## config.mk

```make
export PLATFORM = sky130hd
export DESIGN_NAME = aes_round_seq_cu_flat
export DESIGN_NICKNAME = d
export VERILOG_FILES = /design/src/rtl/aes_round_seq_cu_if.sv /design/src/rtl/aes_round_seq_cu.sv /design/src/flat_wrapper.sv
export SDC_FILE = /design/constraint.sdc
export NUM_CORES = 1
export LEC_CHECK = 0
export ABC_AREA = 0
export CAP_MARGIN = 10
export CORE_ASPECT_RATIO = 0.6
export CORE_MARGIN = 8
export CORE_UTILIZATION = 45
export DETAILED_ROUTE_END_ITERATION = 10
export GPL_TIMING_DRIVEN = 0
export PLACE_DENSITY_LB_ADDON = 0.25
export SLEW_MARGIN = 20
export SYNTH_ARGS = -nofsm -noshare
export SYNTH_HDL_FRONTEND = slang
export SYNTH_SLANG_ARGS = --single-unit
```

## constraint.sdc

```tcl
create_clock -name clk -period 6.2 [get_ports clk]
set_input_delay 1.55 -clock clk [delete_from_list [all_inputs] [get_ports clk]]
set_output_delay 1.55 -clock clk [all_outputs]
set_load 0.005 [all_outputs]
```

## src/rtl/aes_round_seq_cu_if.sv

```systemverilog
// Handshake and datapath-control bundle between the AES block wrapper/datapath and the round sequencer.
interface aes_round_seq_cu_if #(
  parameter int RW = 4
);
  logic          key_load;
  logic [1:0]    key_mode;
  logic          in_valid;
  logic          in_ready;
  logic          dec;
  logic          out_valid;
  logic          out_ready;
  logic          kexp_en;
  logic [RW-1:0] kidx;
  logic [RW-1:0] rk_sel;
  logic          ark_only;
  logic          rnd_en;
  logic          mix_en;
  logic          dec_mode;
  logic          key_ok;
  logic          busy;
  logic          err;

  modport master (
    output key_load, key_mode, in_valid, dec, out_ready,
    input  in_ready, out_valid, kexp_en, kidx, rk_sel, ark_only, rnd_en,
           mix_en, dec_mode, key_ok, busy, err
  );

  modport slave (
    input  key_load, key_mode, in_valid, dec, out_ready,
    output in_ready, out_valid, kexp_en, kidx, rk_sel, ark_only, rnd_en,
           mix_en, dec_mode, key_ok, busy, err
  );
endinterface

```

## src/rtl/aes_round_seq_cu.sv

```systemverilog
// AES-128/192/256 control unit: sequences key expansion once per key, then the
// ARK0 / ROUND / FINAL schedule for each block, encrypt or decrypt.
module aes_round_seq_cu #(
  parameter int NR128  = 10,
  parameter int NR192  = 12,
  parameter int NR256  = 14,
  parameter int RW     = 4,
  parameter int DEC_EN = 1
) (
  input  logic               clk,
  input  logic               rst,
  aes_round_seq_cu_if.slave  bus
);

  typedef enum logic [2:0] {
    S_IDLE, S_KEYGEN, S_READY, S_ARK0, S_ROUND, S_FINAL, S_OUTV
  } state_t;

  state_t        state, state_nxt;
  logic [1:0]    mode_q;
  logic          dec_q;
  logic [RW-1:0] kidx_q;
  logic [RW-1:0] round_q;
  logic          key_ok_q;
  logic          err_q;
  logic [RW-1:0] nr;
  logic          key_req, key_go, key_bad, accept;

  function automatic logic [RW-1:0] nr_of(input logic [1:0] m);
    case (m)
      2'b01:   return RW'(NR192);
      2'b10:   return RW'(NR256);
      default: return RW'(NR128);
    endcase
  endfunction

  assign nr      = nr_of(mode_q);
  assign key_req = bus.key_load && (state == S_IDLE || state == S_READY);
  assign key_go  = key_req && (bus.key_mode != 2'b11);
  assign key_bad = key_req && (bus.key_mode == 2'b11);
  // key_load wins over a simultaneous block offer, even a reserved-mode one
  assign accept  = (state == S_READY) && !bus.key_load && bus.in_valid;

  always_ff @(posedge clk) begin
    if (rst) state <= S_IDLE;
    else     state <= state_nxt;
  end

  always_comb begin
    state_nxt = state;
    case (state)
      S_IDLE:   if (key_go) state_nxt = S_KEYGEN;
      S_KEYGEN: if (kidx_q >= nr) state_nxt = S_READY;
      S_READY: begin
        if (key_go)      state_nxt = S_KEYGEN;
        else if (accept) state_nxt = S_ARK0;
      end
      S_ARK0:   state_nxt = S_ROUND;
      S_ROUND:  if (round_q >= nr - RW'(1)) state_nxt = S_FINAL;
      S_FINAL:  state_nxt = S_OUTV;
      S_OUTV:   if (bus.out_ready) state_nxt = S_READY;
      default:  state_nxt = S_IDLE;
    endcase
  end

  always_ff @(posedge clk) begin
    if (rst) begin
      mode_q   <= 2'b00;
      dec_q    <= 1'b0;
      kidx_q   <= '0;
      round_q  <= '0;
      key_ok_q <= 1'b0;
      err_q    <= 1'b0;
    end else begin
      err_q <= key_bad;
      if (key_go) begin
        mode_q   <= bus.key_mode;
        key_ok_q <= 1'b0;
        kidx_q   <= RW'(1);
      end else if (state == S_KEYGEN) begin
        if (kidx_q >= nr) key_ok_q <= 1'b1;
        else              kidx_q   <= kidx_q + RW'(1);
      end
      if (accept) dec_q <= bus.dec & (DEC_EN != 0);
      if (state == S_ARK0)
        round_q <= RW'(1);
      else if (state == S_ROUND && round_q < nr - RW'(1))
        round_q <= round_q + RW'(1);
    end
  end

  always_comb begin
    bus.in_ready  = 1'b0;
    bus.out_valid = 1'b0;
    bus.kexp_en   = 1'b0;
    bus.kidx      = '0;
    bus.rk_sel    = '0;
    bus.ark_only  = 1'b0;
    bus.rnd_en    = 1'b0;
    bus.mix_en    = 1'b0;
    bus.dec_mode  = 1'b0;
    bus.busy      = 1'b0;
    case (state)
      S_KEYGEN: begin
        bus.kexp_en = 1'b1;
        bus.kidx    = kidx_q;
        bus.busy    = 1'b1;
      end
      S_READY: bus.in_ready = ~bus.key_load;
      S_ARK0: begin
        bus.ark_only = 1'b1;
        bus.rk_sel   = dec_q ? nr : '0;
        bus.dec_mode = dec_q;
        bus.busy     = 1'b1;
      end
      S_ROUND: begin
        bus.rnd_en   = 1'b1;
        bus.mix_en   = 1'b1;
        bus.rk_sel   = dec_q ? (nr - round_q) : round_q;
        bus.dec_mode = dec_q;
        bus.busy     = 1'b1;
      end
      S_FINAL: begin
        bus.rnd_en   = 1'b1;
        bus.rk_sel   = dec_q ? '0 : nr;
        bus.dec_mode = dec_q;
        bus.busy     = 1'b1;
      end
      S_OUTV: begin
        bus.out_valid = 1'b1;
        bus.dec_mode  = dec_q;
        bus.busy      = 1'b1;
      end
      default: ;
    endcase
  end

  assign bus.key_ok = key_ok_q;
  assign bus.err    = err_q;

endmodule

```

## src/flat_wrapper.sv

```systemverilog
// flat-port wrapper written by rule: the top's interface ports become plain ports
module aes_round_seq_cu_flat 
#(
  parameter int NR128  = 10,
  parameter int NR192  = 12,
  parameter int NR256  = 14,
  parameter int RW     = 4,
  parameter int DEC_EN = 1
)
  (clk, rst, bus_key_load, bus_key_mode, bus_in_valid, bus_dec, bus_out_ready, bus_in_ready, bus_out_valid, bus_kexp_en, bus_kidx, bus_rk_sel, bus_ark_only, bus_rnd_en, bus_mix_en, bus_dec_mode, bus_key_ok, bus_busy, bus_err);
  aes_round_seq_cu_if #(.RW(RW)) bus_i ();
  input  logic clk;
  input  logic rst;
  input wire logic [$bits(bus_i.key_load)-1:0] bus_key_load;
  input wire logic [$bits(bus_i.key_mode)-1:0] bus_key_mode;
  input wire logic [$bits(bus_i.in_valid)-1:0] bus_in_valid;
  input wire logic [$bits(bus_i.dec)-1:0] bus_dec;
  input wire logic [$bits(bus_i.out_ready)-1:0] bus_out_ready;
  output wire logic [$bits(bus_i.in_ready)-1:0] bus_in_ready;
  output wire logic [$bits(bus_i.out_valid)-1:0] bus_out_valid;
  output wire logic [$bits(bus_i.kexp_en)-1:0] bus_kexp_en;
  output wire logic [$bits(bus_i.kidx)-1:0] bus_kidx;
  output wire logic [$bits(bus_i.rk_sel)-1:0] bus_rk_sel;
  output wire logic [$bits(bus_i.ark_only)-1:0] bus_ark_only;
  output wire logic [$bits(bus_i.rnd_en)-1:0] bus_rnd_en;
  output wire logic [$bits(bus_i.mix_en)-1:0] bus_mix_en;
  output wire logic [$bits(bus_i.dec_mode)-1:0] bus_dec_mode;
  output wire logic [$bits(bus_i.key_ok)-1:0] bus_key_ok;
  output wire logic [$bits(bus_i.busy)-1:0] bus_busy;
  output wire logic [$bits(bus_i.err)-1:0] bus_err;
  assign bus_i.key_load = bus_key_load;
  assign bus_i.key_mode = bus_key_mode;
  assign bus_i.in_valid = bus_in_valid;
  assign bus_i.dec = bus_dec;
  assign bus_i.out_ready = bus_out_ready;
  assign bus_in_ready = bus_i.in_ready;
  assign bus_out_valid = bus_i.out_valid;
  assign bus_kexp_en = bus_i.kexp_en;
  assign bus_kidx = bus_i.kidx;
  assign bus_rk_sel = bus_i.rk_sel;
  assign bus_ark_only = bus_i.ark_only;
  assign bus_rnd_en = bus_i.rnd_en;
  assign bus_mix_en = bus_i.mix_en;
  assign bus_dec_mode = bus_i.dec_mode;
  assign bus_key_ok = bus_i.key_ok;
  assign bus_busy = bus_i.busy;
  assign bus_err = bus_i.err;
  aes_round_seq_cu #(.NR128(NR128), .NR192(NR192), .NR256(NR256), .RW(RW), .DEC_EN(DEC_EN)) u_core (.clk(clk), .rst(rst), .bus(bus_i));
endmodule
```

==> results.json <==
{
  "synth_edf_count": 0,
  "startpoint": "bus_key_load",
  "synth_top_area_share_pct": 26.5,
  "grt_pass1_vias": 1119,
  "rsz0062_at_grt": "no",
  "cts_buffers": 3,
  "syn_to_final_growth_pct": 28.5,
  "status": "complete, no violations",
  "worst_pin_slew_ns": 0.721,
  "grt_use_total_pct": 14.2,
  "hold_viol": 0,
  "async_reset_ff_share_pct": 0,
  "drc_errors": 0,
  "cp.arrival_ns": 3.22,
  "synth_seq_area_share_pct": 26.5,
  "leakage_nw": 0.571,
  "stdcell_area_sq_mm": 0.00156,
  "diodes": 0,
  "num_vias": 1184,
  "coreArea_sq_mm": 0.00252,
  "yosys_warnings": 0,
  "cts_hold_buffers": 0,
  "crit_type": "primary input to primary output",
  "ios": 26,
  "io_buffers": 25,
  "h-tree-depth": 1,
  "die-area_sq_mm": 0.00466,
  "avgRoutedWirePerCell_um": 15.3,
  "postCtsSetupBuffers": 0,
  "dpl.cell_count": 207,
  "required_ns": 4.65,
  "final.fill_count": 226,
  "reg2reg_setup_slack_ns": 3.72,
  "die_h_um": 56.2,
  "finalCritPeriodShare_pct": 76.9,
  "synth.area.top_cells": "dfxtp_1, ha_1, nor2_1, a21oi_1, a211oi_1",
  "synthMostInstantiatedCell": "nor2_1",
  "clock_latency_ns": 0.25,
  "maxCapViolCount": 0,
  "cp-start-kind": "primary input",
  "place_ws_ns": 1.42,
  "syn_area_sq_mm": 0.00121,
  "total_power_mw": 0.298,
  "maxSlewHeadroom_pct": 51.8,
  "setup-tns-final_ns": 0,
  "cts_sinks": 16,
  "setup.worst_path.end": "bus_in_ready",
  "fmax_mhz": 210,
  "via_per_inst": 5.61,
  "syn_nets": 170,
  "drt-total-wl_um": 3230,
  "reg2reg_to": "u_core.round_q[3]$_SDFFE_PP0P_",
  "fin_nets": 200,
  "stdcell_count": 211,
  "setup_viol": 0,
  "ant_nets": 0,
  "p_per_area_mw_per_mm2": 192,
  "reg2reg_depth": 7,
  "worst_slack_ns": 1.43,
  "antenna_found_initial": 0,
  "drive_gt1_share_pct": 9.50,
  "synth.distinct_cells": 47,
  "gp_congestion": 0.844,
  "synth-seq-cells": 16,
  "timing.rr.start": "u_core.mode_q[0]$_SDFFE_PP0P_",
  "ctsResizeCount": 0,
  "fin_crit_ns": 4.77,
  "finish.utilization_pct": 61.7,
  "clock_skew_ns": 0.00247,
  "yosys-top-cells-count": "nor2_1, dfxtp_1, inv_1",
  "drtIter0Drc": 91,
  "start_util_pct": 48.0,
  "cts.path.max_buffers": 2,
  "synth_ff_type": "dfxtp_1",
  "cts_tree": "done",
  "synthCells": 150,
  "ir_worst_vdd_v": 0.000127,
  "final_max_slew_viol_count": 0,
  "cp-end-kind": "primary output",
  "syn_area_per_cell_sq_um": 8.07,
  "drt-pass1-iter-count": 4,
  "crit_path_max_fanout": 4,
  "dieWidth_um": 82.9,
  "grt_overflow_total": 0,
  "postPlaceCellArea_sq_mm": 0.00150,
  "num_rows": 14,
  "place_hpwl_um": 2560,
  "clk_pin_slew_ns": 0.07,
  "grt_pass1_wl_um": 5480,
  "grt_max_degree": 11,
  "yosysTopAreaCell": "dfxtp_1",
  "cts_root_buf": "clkbuf_8",
  "hp-class": "flip-flop to flip-flop",
  "hold_slack_ns": 0.467
}
-- power by group --
group	leakage, nW	switching, mW	internal (mW)
registers	0.130	0.00621	0.109
clock network	0.0288	0.0390	0.0564
logic	0.412	0.0491	0.0389
-- cells in the final DEF, fill, tap and decap left out, types with 2 or more instances in the layout --
cell,Yosys,routed
a21oi_1,11,11
fa_1,2,2
and2_1,3,3
mux2_2,2,2
nor2_1,17,17
buf_2,2,2
clkbuf_1,4,4
nand3b_1,2,2
clkbuf_8,0,4
clkdlybuf4s50_1,0,25
nand3_1,6,6
nand2_1,6,6
a21o_1,2,2
nor3_1,8,8
xnor2_1,2,2
dfxtp_1,16,16
a31oi_1,3,3
nand2b_1,2,2
a211oi_1,7,7
inv_1,13,13
ha_1,10,10
o21ai_0,5,5
-- cell type report --
class / count / area (sq um) / area share (%)
clock buffer: 4 / 55.1 / 3.54
sequential: 16 / 320 / 20.6
timing repair buffer: 25 / 250 / 16.1
buffer: 8 / 40.0 / 2.57
multi-input combinational: 111 / 786 / 50.5
tap: 32 / 40.0 / 2.57
inverter: 15 / 63.8 / 4.10
-- per-layer routing --
metal	routed length [um]	global-route usage [%]	up-vias
met4	33	3.98	0
met5	0	0	-
met3	293	5.70	4
li1	-	-	592
met2	1400	21.6	42
met1	1500	17.9	546
-- worst max-delay path, stage by stage --
cell	delay, ns
clkdlybuf4s50_1	0.45
nor4b_1	0.59
clkdlybuf4s50_1	0.63
-- sequential cells by signal, indices dropped and copies added (netlist names) --
register / count
u_core.round_q: 4
u_core.dec_q: 1
u_core.state: 3
u_core.bus.err: 1
u_core.bus.key_ok: 1
u_core.kidx_q: 4
u_core.mode_q: 2
-- kinds of logic after synthesis --
group,Yosys count,share of synthesized area (%)
flip-flops,16,26.5
AND/OR/NAND/NOR,57,25.0
buffers and inverters,23,8.58
XOR/XNOR,2,1.45
multiplexers,3,2.69
adder cells (fa/ha/maj),12,13.7
AO/OA/AOI/OAI,37,22.1
-- how the worst min path moves through the flow --
| stage | end | slack (ns) | startpoint | cells past startpoint |
|---|---|---|---|---|
| 2_1_floorplan | u_core.bus.key_ok$_SDFFE_PP0P_ | 0.46 | u_core.bus.key_ok$_SDFFE_PP0P_ | 2 |
| 3_3_place_gp | u_core.bus.key_ok$_SDFFE_PP0P_ | 0.45 | u_core.bus.key_ok$_SDFFE_PP0P_ | 2 |
| 3_5_place_dp | u_core.bus.key_ok$_SDFFE_PP0P_ | 0.46 | u_core.bus.key_ok$_SDFFE_PP0P_ | 2 |
| 4_1_cts | u_core.bus.key_ok$_SDFFE_PP0P_ | 0.48 | u_core.bus.key_ok$_SDFFE_PP0P_ | 2 |
| 5_1_grt | u_core.bus.key_ok$_SDFFE_PP0P_ | 0.52 | u_core.bus.key_ok$_SDFFE_PP0P_ | 2 |
| 6_report | u_core.bus.key_ok$_SDFFE_PP0P_ | 0.47 | u_core.bus.key_ok$_SDFFE_PP0P_ | 2 |
(Power assumes the default switching activity.)
